## src/rtl/i2c_pkg.sv

```systemverilog
// rtl/i2c_pkg.sv - shared I2C state, bus event and bit-counter definitions
package i2c_pkg;

  // Bits counted per byte phase (0..8)
  localparam int BIT_CNT_W = 4;

  // Levels on SDA during the ninth clock
  localparam logic I2C_ACK  = 1'b0;
  localparam logic I2C_NACK = 1'b1;

  // Bus conditions reported by the pin filter
  typedef enum logic [1:0] {
    EV_NONE,
    EV_START,
    EV_STOP
  } bus_ev_e;

  // Target protocol states
  typedef enum logic [3:0] {
    ST_IDLE,
    ST_DEV,
    ST_DACK,
    ST_MAH,
    ST_AKH,
    ST_MAL,
    ST_AKL,
    ST_WR,
    ST_AKW,
    ST_RD,
    ST_MACK
  } state_e;

endpackage

```

## src/rtl/i2c_mem_target_if.sv

```systemverilog
// rtl/i2c_mem_target_if.sv - open-drain SCL/SDA pin bundle for the EEPROM target
interface i2c_mem_target_if;
  logic scl_i;
  logic sda_i;
  logic sda_o;
  logic sda_oen_o;

  modport slave (
    input  scl_i,
    input  sda_i,
    output sda_o,
    output sda_oen_o
  );

  modport master (
    output scl_i,
    output sda_i,
    input  sda_o,
    input  sda_oen_o
  );
endinterface

```

## src/rtl/i2c_pin_filter.sv

```systemverilog
// rtl/i2c_pin_filter.sv - SCL/SDA synchroniser, glitch filter and bus condition detector
module i2c_pin_filter
  import i2c_pkg::*;
#(
  parameter int FILT = 3
) (
  input  logic    PCLK,
  input  logic    PRESET,
  input  logic    scl_i,
  input  logic    sda_i,
  output logic    sda,
  output logic    scl_rise,
  output logic    scl_fall,
  output bus_ev_e bus_ev
);

  localparam int CW = $clog2(FILT + 1);

  // Bit 0 carries SCL, bit 1 carries SDA throughout
  logic [1:0]    sync1_q, sync1_d, sync2_q, sync2_d;
  logic [1:0]    filt_q, filt_d, prev_q, prev_d;
  logic [CW-1:0] cnt_q [2];
  logic [CW-1:0] cnt_d [2];

  // Accept a new level only after FILT consecutive disagreeing samples
  always_comb begin
    sync1_d = {sda_i, scl_i};
    sync2_d = sync1_q;
    prev_d  = filt_q;
    filt_d  = filt_q;
    for (int i = 0; i < 2; i++) begin
      cnt_d[i] = '0;
      if (sync2_q[i] != filt_q[i]) begin
        if (cnt_q[i] == CW'(FILT - 1)) filt_d[i] = sync2_q[i];
        else                           cnt_d[i] = cnt_q[i] + 1'b1;
      end
    end
  end

  // Pipeline registers; an idle bus reads high
  always_ff @(posedge PCLK) begin
    if (PRESET) begin
      sync1_q <= '1;
      sync2_q <= '1;
      filt_q  <= '1;
      prev_q  <= '1;
      for (int i = 0; i < 2; i++) cnt_q[i] <= '0;
    end else begin
      sync1_q <= sync1_d;
      sync2_q <= sync2_d;
      filt_q  <= filt_d;
      prev_q  <= prev_d;
      for (int i = 0; i < 2; i++) cnt_q[i] <= cnt_d[i];
    end
  end

  assign sda      = filt_q[1];
  assign scl_rise = filt_q[0] & ~prev_q[0];
  assign scl_fall = ~filt_q[0] & prev_q[0];

  // SDA moving while SCL stays high is a START (falling) or STOP (rising)
  always_comb begin
    bus_ev = EV_NONE;
    if (filt_q[0] && prev_q[0]) begin
      if (prev_q[1] && !filt_q[1])      bus_ev = EV_START;
      else if (!prev_q[1] && filt_q[1]) bus_ev = EV_STOP;
    end
  end

endmodule

```

## src/rtl/i2c_mem_target.sv

```systemverilog
// rtl/i2c_mem_target.sv - I2C target emulating a 24xx-style serial EEPROM
module i2c_mem_target
  import i2c_pkg::*;
#(
  parameter logic [3:0] DEV_ID       = 4'b1010,
  parameter int         ADDR_BYTES   = 2,
  parameter int         MEM_DEPTH    = 256,
  parameter int         PAGE_SIZE    = 32,
  parameter int         WRITE_CYCLES = 50000,
  parameter int         FILT         = 3
) (
  input  logic                PCLK,
  input  logic                PRESET,
  i2c_mem_target_if.slave     bus,
  input  logic [2:0]          a_pins,
  input  logic                wp,
  output logic                busy
);

  localparam int               PTR_W     = $clog2(MEM_DEPTH);
  localparam int               CNT_W     = $clog2(WRITE_CYCLES + 1);
  localparam logic [PTR_W-1:0] PAGE_MASK = PTR_W'(PAGE_SIZE - 1);

  logic    sda_f, scl_rise, scl_fall;
  bus_ev_e bus_ev;

  i2c_pin_filter #(.FILT(FILT)) u_filter (
    .PCLK     (PCLK),
    .PRESET   (PRESET),
    .scl_i    (bus.scl_i),
    .sda_i    (bus.sda_i),
    .sda      (sda_f),
    .scl_rise (scl_rise),
    .scl_fall (scl_fall),
    .bus_ev   (bus_ev)
  );

  state_e               state_q, state_d;
  logic [BIT_CNT_W-1:0] bit_cnt_q, bit_cnt_d;
  logic [7:0]           shift_q, shift_d, hi_q, hi_d, rd_byte;
  logic [6:0]           tx_q, tx_d;
  logic [PTR_W-1:0]     ptr_q, ptr_d;
  logic                 oen_q, oen_d, wrote_q, wrote_d, mem_we;
  logic [CNT_W-1:0]     busy_cnt_q, busy_cnt_d;
  logic [7:0]           mem_q [MEM_DEPTH];

  // Protocol sequencing: bits captured on SCL rise, SDA drive changed on SCL fall
  always_comb begin
    state_d    = state_q;
    bit_cnt_d  = bit_cnt_q;
    shift_d    = shift_q;
    tx_d       = tx_q;
    hi_d       = hi_q;
    ptr_d      = ptr_q;
    oen_d      = oen_q;
    wrote_d    = wrote_q;
    mem_we     = 1'b0;
    rd_byte    = mem_q[ptr_q];
    busy_cnt_d = (busy_cnt_q != '0) ? busy_cnt_q - 1'b1 : busy_cnt_q;
    if (bus_ev == EV_START) begin
      state_d   = ST_DEV;
      bit_cnt_d = '0;
      oen_d     = 1'b1;
      wrote_d   = 1'b0;
    end else if (bus_ev == EV_STOP) begin
      // Only a completed, unprotected data byte commits a write cycle
      if ((state_q == ST_WR || state_q == ST_AKW) && wrote_q)
        busy_cnt_d = CNT_W'(WRITE_CYCLES);
      state_d   = ST_IDLE;
      bit_cnt_d = '0;
      oen_d     = 1'b1;
      wrote_d   = 1'b0;
    end else if (scl_rise) begin
      case (state_q)
        ST_DEV, ST_MAH, ST_MAL, ST_WR, ST_RD: begin
          shift_d   = {shift_q[6:0], sda_f};
          bit_cnt_d = bit_cnt_q + 1'b1;
        end
        ST_MACK: shift_d = {shift_q[6:0], sda_f};
        default: ;
      endcase
    end else if (scl_fall) begin
      case (state_q)
        ST_DEV: if (bit_cnt_q == BIT_CNT_W'(8)) begin
          if (shift_q[7:1] == {DEV_ID, a_pins} && busy_cnt_q == '0) begin
            state_d = ST_DACK;
            oen_d   = I2C_ACK;
          end else begin
            state_d = ST_IDLE;
            oen_d   = I2C_NACK;
          end
        end
        ST_DACK: begin
          bit_cnt_d = '0;
          if (shift_q[0]) begin
            state_d = ST_RD;
            tx_d    = rd_byte[6:0];
            oen_d   = rd_byte[7];
          end else begin
            hi_d    = '0;
            oen_d   = 1'b1;
            state_d = (ADDR_BYTES == 2) ? ST_MAH : ST_MAL;
          end
        end
        ST_MAH: if (bit_cnt_q == BIT_CNT_W'(8)) begin
          hi_d    = shift_q;
          state_d = ST_AKH;
          oen_d   = I2C_ACK;
        end
        ST_MAL: if (bit_cnt_q == BIT_CNT_W'(8)) begin
          ptr_d   = PTR_W'({hi_q, shift_q});
          state_d = ST_AKL;
          oen_d   = I2C_ACK;
        end
        ST_WR: if (bit_cnt_q == BIT_CNT_W'(8)) begin
          // Protected bytes are still ACKed, just not stored
          mem_we  = !wp;
          wrote_d = wrote_q | !wp;
          ptr_d   = (ptr_q & ~PAGE_MASK) | ((ptr_q + 1'b1) & PAGE_MASK);
          state_d = ST_AKW;
          oen_d   = I2C_ACK;
        end
        ST_AKH, ST_AKL, ST_AKW: begin
          state_d   = (state_q == ST_AKH) ? ST_MAL : ST_WR;
          bit_cnt_d = '0;
          oen_d     = 1'b1;
        end
        ST_RD: begin
          if (bit_cnt_q == BIT_CNT_W'(8)) begin
            state_d = ST_MACK;
            oen_d   = 1'b1;
            ptr_d   = ptr_q + 1'b1;
          end else begin
            oen_d = tx_q[6];
            tx_d  = {tx_q[5:0], 1'b0};
          end
        end
        ST_MACK: begin
          if (shift_q[0] == I2C_ACK) begin
            state_d   = ST_RD;
            bit_cnt_d = '0;
            tx_d      = rd_byte[6:0];
            oen_d     = rd_byte[7];
          end else begin
            state_d = ST_IDLE;
            oen_d   = 1'b1;
          end
        end
        default: ;
      endcase
    end
  end

  // Control state register
  always_ff @(posedge PCLK) begin
    if (PRESET) begin
      state_q    <= ST_IDLE;
      bit_cnt_q  <= '0;
      shift_q    <= '0;
      tx_q       <= '0;
      hi_q       <= '0;
      ptr_q      <= '0;
      oen_q      <= 1'b1;
      wrote_q    <= 1'b0;
      busy_cnt_q <= '0;
    end else begin
      state_q    <= state_d;
      bit_cnt_q  <= bit_cnt_d;
      shift_q    <= shift_d;
      tx_q       <= tx_d;
      hi_q       <= hi_d;
      ptr_q      <= ptr_d;
      oen_q      <= oen_d;
      wrote_q    <= wrote_d;
      busy_cnt_q <= busy_cnt_d;
    end
  end

  // Storage array keeps its contents across reset
  always_ff @(posedge PCLK) begin
    if (mem_we) mem_q[ptr_q] <= shift_q;
  end

  assign bus.sda_oen_o = oen_q;
  assign bus.sda_o     = oen_q;
  assign busy          = (busy_cnt_q != '0);

endmodule

```

## src/flat_wrapper.sv

```systemverilog
// flat-port wrapper written by rule: the top's interface ports become plain ports
module i2c_mem_target_flat import i2c_pkg::*;
#(
  parameter logic [3:0] DEV_ID       = 4'b1010,
  parameter int         ADDR_BYTES   = 2,
  parameter int         MEM_DEPTH    = 256,
  parameter int         PAGE_SIZE    = 32,
  parameter int         WRITE_CYCLES = 50000,
  parameter int         FILT         = 3
)
  (PCLK, PRESET, a_pins, wp, busy, bus_scl_i, bus_sda_i, bus_sda_o, bus_sda_oen_o);
  i2c_mem_target_if bus_i ();
  input  logic PCLK;
  input  logic PRESET;
  input  logic [2:0] a_pins;
  input  logic wp;
  output logic busy;
  input wire logic [$bits(bus_i.scl_i)-1:0] bus_scl_i;
  input wire logic [$bits(bus_i.sda_i)-1:0] bus_sda_i;
  output wire logic [$bits(bus_i.sda_o)-1:0] bus_sda_o;
  output wire logic [$bits(bus_i.sda_oen_o)-1:0] bus_sda_oen_o;
  assign bus_i.scl_i = bus_scl_i;
  assign bus_i.sda_i = bus_sda_i;
  assign bus_sda_o = bus_i.sda_o;
  assign bus_sda_oen_o = bus_i.sda_oen_o;
  i2c_mem_target #(.DEV_ID(DEV_ID), .ADDR_BYTES(ADDR_BYTES), .MEM_DEPTH(MEM_DEPTH), .PAGE_SIZE(PAGE_SIZE), .WRITE_CYCLES(WRITE_CYCLES), .FILT(FILT)) u_core (.PCLK(PCLK), .PRESET(PRESET), .bus(bus_i), .a_pins(a_pins), .wp(wp), .busy(busy));
endmodule
```

## config.mk

```make
export PLATFORM = sky130hd
export DESIGN_NAME = i2c_mem_target_flat
export DESIGN_NICKNAME = d
export VERILOG_FILES = /design/src/rtl/i2c_pkg.sv /design/src/rtl/i2c_mem_target_if.sv /design/src/rtl/i2c_pin_filter.sv /design/src/rtl/i2c_mem_target.sv /design/src/flat_wrapper.sv
export SDC_FILE = /design/constraint.sdc
export NUM_CORES = 2
export LEC_CHECK = 0
export BUFFER_PORTS_ARGS = -buffer_cell sky130_fd_sc_hd__buf_2
export CAP_MARGIN = 10
export CORE_MARGIN = 2
export CORE_UTILIZATION = 50
export DETAILED_ROUTE_END_ITERATION = 7
export GPL_ROUTABILITY_DRIVEN = 0
export PLACE_DENSITY_LB_ADDON = 0.15
export SLEW_MARGIN = 20
export SYNTH_ARGS = -nofsm -noshare
export SYNTH_HDL_FRONTEND = slang
export SYNTH_SLANG_ARGS = --single-unit
```

## constraint.sdc

```tcl
create_clock -name PCLK -period 11.85 [get_ports PCLK]
set_input_delay 1.7775 -clock PCLK [delete_from_list [all_inputs] [get_ports PCLK]]
set_output_delay 1.7775 -clock PCLK [all_outputs]
set_load 0.05 [all_outputs]
```

# Yosys cells after proc, flatten, opt, wreduce, memory -nomap -nowiden
# Memories as Yosys holds them, arrays and structs flattened. A register that Yosys moved wholly into a read port is not among the register bits.
# Index checks and enable logic that the tools add are counted.
totals:
  out_inout_bits: 3
  n_memories: 2
  mem_bits_rw: 2052
  ff_bits: 57
  elab_cells: 162
op_classes:
  add_sub_neg: 5
  reduce_logical: 35
  mux: 60
  n_bitwise: 11
  eq_ne: 35
memory_table:
  columns: ["name", "depth", "word_bits", "rd", "rd_clocked_by_memory_dff", "write_ports", "line_no", "text"]
  rows:
  - ["u_core.mem_q", 256, 8, 1, 1, 1, "i2c_mem_target.sv:45", "logic [7:0] mem_q [MEM_DEPTH];"]
  - ["u_core.u_filter.cnt_q", 2, 2, 2, 0, 2, "i2c_pin_filter.sv:22", "logic [CW-1:0] cnt_q [2];"]
ops:
  columns: ["cell", "n"]
  rows:
  - ["2-to-1 mux 16 bit", 4]
  - ["2-to-1 mux 4 bit", 11]
  - ["2-to-1 mux 8 bit", 5]
  - ["one-hot mux 4 bit (8 select lines)", 1]
  - ["AND reduction 8 bit", 4]
  - ["one-hot mux 8 bit (3 select lines)", 1]
  - ["2-to-1 mux 2 bit", 11]
  - ["2-to-1 mux 1 bit", 21]
  - ["2-to-1 mux 7 bit", 3]
  - ["one-hot mux 7 bit (3 select lines)", 1]
  - ["== test 4 x 3 -> 1 bit (second input constant)", 4]
  - ["== test 4 bit (second input constant)", 4]
  - ["logical NOT 16 bit", 1]
  - ["inequality test 4 x 1 -> 1 bit (second input constant)", 4]
  - ["nonzero test 16 bit", 1]
  - ["subtractor 16 x 1 -> 16 bit (second input constant)", 1]
  - ["inequality test 2 x 1 -> 1 bit (second input constant)", 6]
  - ["AND reduction 4 bit", 3]
  - ["nonzero test 3 bit", 4]
  - ["nonzero test 10 bit", 1]
  - ["OR reduction 3 bit", 3]
  - ["adder 8 x 1 -> 8 bit (second input constant)", 1]
  - ["== test 4 x 2 -> 1 bit (second input constant)", 2]
  - ["inequality test 2 bit (second input constant)", 4]
  - ["other kinds (27)", 45]

# Longest topological paths before layout
depth:
  word_depth: 10
  depth_mapped: 12

# By module
# From an unflattened synthesis, not the netlist that was laid out.
hier_totals:
  cells_unflattened: 4180
  hier_area_um2: 82671.8
by_module_without_submodules:
  columns: ["module", "cells_each", "n_inst", "area_per_inst_um2"]
  rows:
  - ["i2c_mem_target", 4142, 1, 82251.4]
  - ["i2c_pin_filter", 38, 1, 420.4]

# Worst setup path before layout
# Ideal clock, no wire load.
synth_path:
  path_kind: "flip-flop to flip-flop"
  start: "reg u_core.shift_q[0]"
  end: "reg u_core.tx_q[0]"
  slack_ps: 7033
  t_arrival_ps: 4716
  stages_incl_launch_ff: 8
  period_less_slack_ps: 4817
  path_cell_list: "dfxtp_1 -> buf_1 -> xnor2_1 -> o22ai_1 -> and3_1 -> clkbuf_1 -> nand4_1 -> o41ai_1"
synth_between:
  elab_chain_cells: 2
  word_cells_on_any_way: 3
synth_lines:
  columns: ["element", "line_no", "text"]
  rows:
  - ["from (decl)", "i2c_mem_target.sv:40", "logic [7:0] shift_q, shift_d, hi_q, hi_d, rd_byte;"]
  - ["from (signal assigned)", "i2c_mem_target.sv:169", "shift_q <= shift_d;"]
  - ["inequality test 2 bit (no line) / inequality test 2 x 1 -> 1 bit (equally long branches)", null, null]
  - ["AND reduction 8 bit (no line) *", null, null]
  - ["to (signal assigned)", "i2c_mem_target.sv:170", "tx_q <= tx_d;"]
  - ["to (decl)", "i2c_mem_target.sv:41", "logic [6:0] tx_q, tx_d;"]
# Every way passes the cells marked *; elsewhere a longest branch is shown, timed or not.
# A chain may end at the register's enable or synchronous reset.

==> impl_metrics.csv <==
group,metric,value,unit
run_status,status,"finished, final reports clean",
synthesis,synth_area_leaders,"edfxtp_1 (75%), mux4_2 (17%), dfxtp_1 (1.7%)",
sta,skew,25.20,ps
drt,ant_nets,0,
power,p_leak,27.83,nW
drt,dr.pass1.iters,5,
clocking,clock_latency,850,ps
clocking,cts_resized,0,
clocking,postCtsSetupBuffers,0,
die,ios,11,
sta,worst_hold_slack,409.1,ps
placement,pre_cts_slack,6679,ps
die,dieArea,168400,um2
placement,numPortBuffers,10,
synthesis,synth_cell_types,66,
final_layout,area_growth,11.39,%
synthesis,synth_top_area_share,74.50,%
drt,drc_errors,0,
synthesis,ys_seq_area_share,76.18,%
final_layout,final_nets,3931,
setup_path,reg2reg_depth,7,
drt,finalWirelength,212.3,mm
synthesis,synth_edf_count,2048,
setup_path,critPathRequiredTime,12580,ps
synthesis,synth_nets,3845,
placement,place_inst,5887,
sta,hold_violations,0,
setup_path,crit_arrival,5580,ps
die,core_area,164400,um2
sta,finalCritPeriodShare,40.87,%
clocking,clk_pin_slew,60,ps
global_routing,overflow,0,
die,rows,149,
final_layout,drive_gt1_share,25.82,%
synthesis,synth.most_common_cell,"edfxtp_1",
job,cap_violations,0,
sta,period_minus_slack,4844,ps
sta,tightest_slew,1178,ps
hold_path,hp-class,"reg -> reg",
setup_path,rrSetupSlack,7010,ps
synthesis,syn_area_per_cell,21.60,um2
synthesis,netlist_area,82550,um2
setup_path,path_class,"reg -> reg",
synthesis,synth_top_area_cell,"edfxtp_1",
drt,vias,39692,
clocking,htreeDepth,4,
sta,slew_viol_final,0,
global_routing,grt_pass1_vias,39125,
die,start_util,50.20,%
setup_path,cp-start-kind,"register",
sta,fin_tns_setup,0,ps
sta,grt_setup_unrepaired,"no",
final_layout,layout.cells.non_filler,6270,
die,die_width,410.3,um
power,finalPower,0.01493,W
setup_path,cp_max_fo,95,
die,die_y,410.3,um
placement,dp_hpwl,129.6,mm
clocking,cts_tree,"yes",
clocking,clock-sinks,2117,
sta,setup_slack,7006,ps
drt,via_per_inst,6.330,
global_routing,grt_max_degree,156,
setup_path,critical_path.endpoint_type,"register",
power,power.density,162.4,nW/um2
setup_path,r2r-end,"u_core.tx_q[0]",
synthesis,synthTopCellsByCount,"edfxtp_1 (2048), mux4_2 (607), nor2_1 (323), nand2_1 (97), clkbuf_1 (92)",
sta,maxSlewHeadroom,21.33,%
setup_path,endpoint,"u_core.tx_q[0]",
global_routing,antenna_found_initial,5,
clocking,cts_hold_buf,0,
global_routing,grt_usage,25.51,%
drt,wl_per_cell,33.86,um
sta,max_freq,0.2065,GHz
synthesis,synth_cells,3822,
sta,setup_viol,0,
global_routing,grt_pass1_wl,302.5,mm
synthesis,synthArstFlopShare,0,%
synthesis,yosysWarnings,0,
drt,drt_iter0_drc,5654,
power,ir_worst_vdd,0.1622,mV
clocking,root_buffer,"clkbuf_16",
clocking,cts_buffers,208,
synthesis,ys.flop_type,"edfxtp_1",
synthesis,ys_seq_elements,2117,
clocking,cts_max_path_buffers,3,
## stage by stage
step	util, %	cell area, um2
2_1_floorplan	-	82550
3_3_place_gp	51.71	85030
3_5_place_dp	51.71	85030
4_1_cts	55.91	91940
5_1_grt	55.91	91940
6_report	55.92	91950
## layer usage
| metal | global-route usage (%) | vias to the layer above | share of wire [%] |
|---|---|---|---|
| met5 | 0 | - | 0 |
| met4 | 7.524 | 0 | 2.8 |
| met3 | 5.280 | 277 | 8.7 |
| met2 | 38.36 | 1890 | 46 |
| met1 | 38.07 | 21388 | 42 |
| li1 | - | 16137 | - |
## worst min-delay path by stage
stage | from | to | slack, ps | depth (start not counted)
after floorplan | u_core.u_filter.sync1_q[0] | u_core.u_filter.sync2_q[0] | 390 | 1
after global placement | u_core.u_filter.cnt_q[0][0] | u_core.u_filter.cnt_q[0][0] | 400 | 1
after detailed placement | u_core.u_filter.cnt_q[0][0] | u_core.u_filter.cnt_q[0][0] | 400 | 1
after CTS | u_core.u_filter.cnt_q[0][0] | u_core.u_filter.cnt_q[0][0] | 410 | 1
after global routing | u_core.u_filter.cnt_q[0][0] | u_core.u_filter.cnt_q[0][0] | 430 | 1
final | u_core.u_filter.cnt_q[0][0] | u_core.u_filter.cnt_q[0][0] | 410 | 1
## cell families (layout without fill, tap and decap cells)
family                     count (synthesis)  count (layout)  synth area share (%)
adders and majority gates                 15              15                0.2274
DFF                                     2117            2117                 76.18
muxes                                    669             669                 17.32
and+or+nand+nor                          575             575                 3.071
buffers and inverters                    236             493                 1.423
other                                      0               2                     0
AOI/OAI and AO/OA                        187             187                 1.539
xor gates and xnor gates                  23              23                0.2440
## placed cells by master, fill, tap and decap left out, types with 10 or more instances in the layout
master      synthesis  final
mux2i_1            58     58
nor2_1            323    323
nor4_1             13     11
nor3_1             18     17
dfxtp_4             0     12
edfxtp_1         2048   2048
xnor2_1            16     16
clkinv_2            0     37
dfxtp_1            69     55
o22ai_1            24     24
nand2b_1           14     14
a21oi_1            34     34
and2_1             16     16
clkbuf_16           0    208
nand2_1            97     96
clkinv_1            0     39
buf_2              51     10
a211oi_1           20     20
nand3_1            27     24
o21ai_0            26     26
mux4_2            607    607
buf_4              52     70
a22oi_1            18     18
nor2b_1            12     11
a31oi_1            11     11
clkinvlp_4          0     19
bufinv_16           0     25
ha_1               15     15
clkbuf_1           92     28
or3_1              12     12
inv_1              21     21
## area by class of cell
| class | count | area (um2) |
|---|---|---|
| Fill cell | 12196 | 72480 |
| Sequential cell | 2117 | 62930 |
| Multi-Input combinational cell | 1469 | 18530 |
| Clock buffer | 240 | 5365 |
| Tap cell | 2189 | 2739 |
| Clock inverter | 141 | 1541 |
| Timing Repair Buffer | 88 | 735.7 |
| Inverter | 24 | 97.59 |
| Antenna cell | 2 | 5.005 |
## critical path: stages, from the launching register on
cell and delay [ps]:
dfxtp_4 830, buf_12 640, buf_4 830, mux4_2 660, mux4_2 510, o311ai_0 820
nor3b_1 280, o41ai_1 80
## registers in the layout, indices dropped and copies added (netlist names), named ones only
name,count
u_core.u_filter.cnt_q,4
u_core.wrote_q,1
u_core.bus.sda_o,1
u_core.mem_q,2048
u_core.shift_q,8
u_core.u_filter.prev_q,2
u_core.busy_cnt_q,16
u_core.ptr_q,8
u_core.u_filter.filt_q,2
u_core.u_filter.sync2_q,2
u_core.u_filter.sync1_q,2
u_core.bit_cnt_q,4
u_core.tx_q,7
u_core.state_q,4
## where the power goes
part	total, W	switching [W]	internal, W
Clock	0.00668	0.00287	0.00381
Sequential	0.00811	0.0000183	0.00810
Combinational	0.000136	0.0000769	0.0000593
Note: power is estimated with default switching activity, not from simulation.
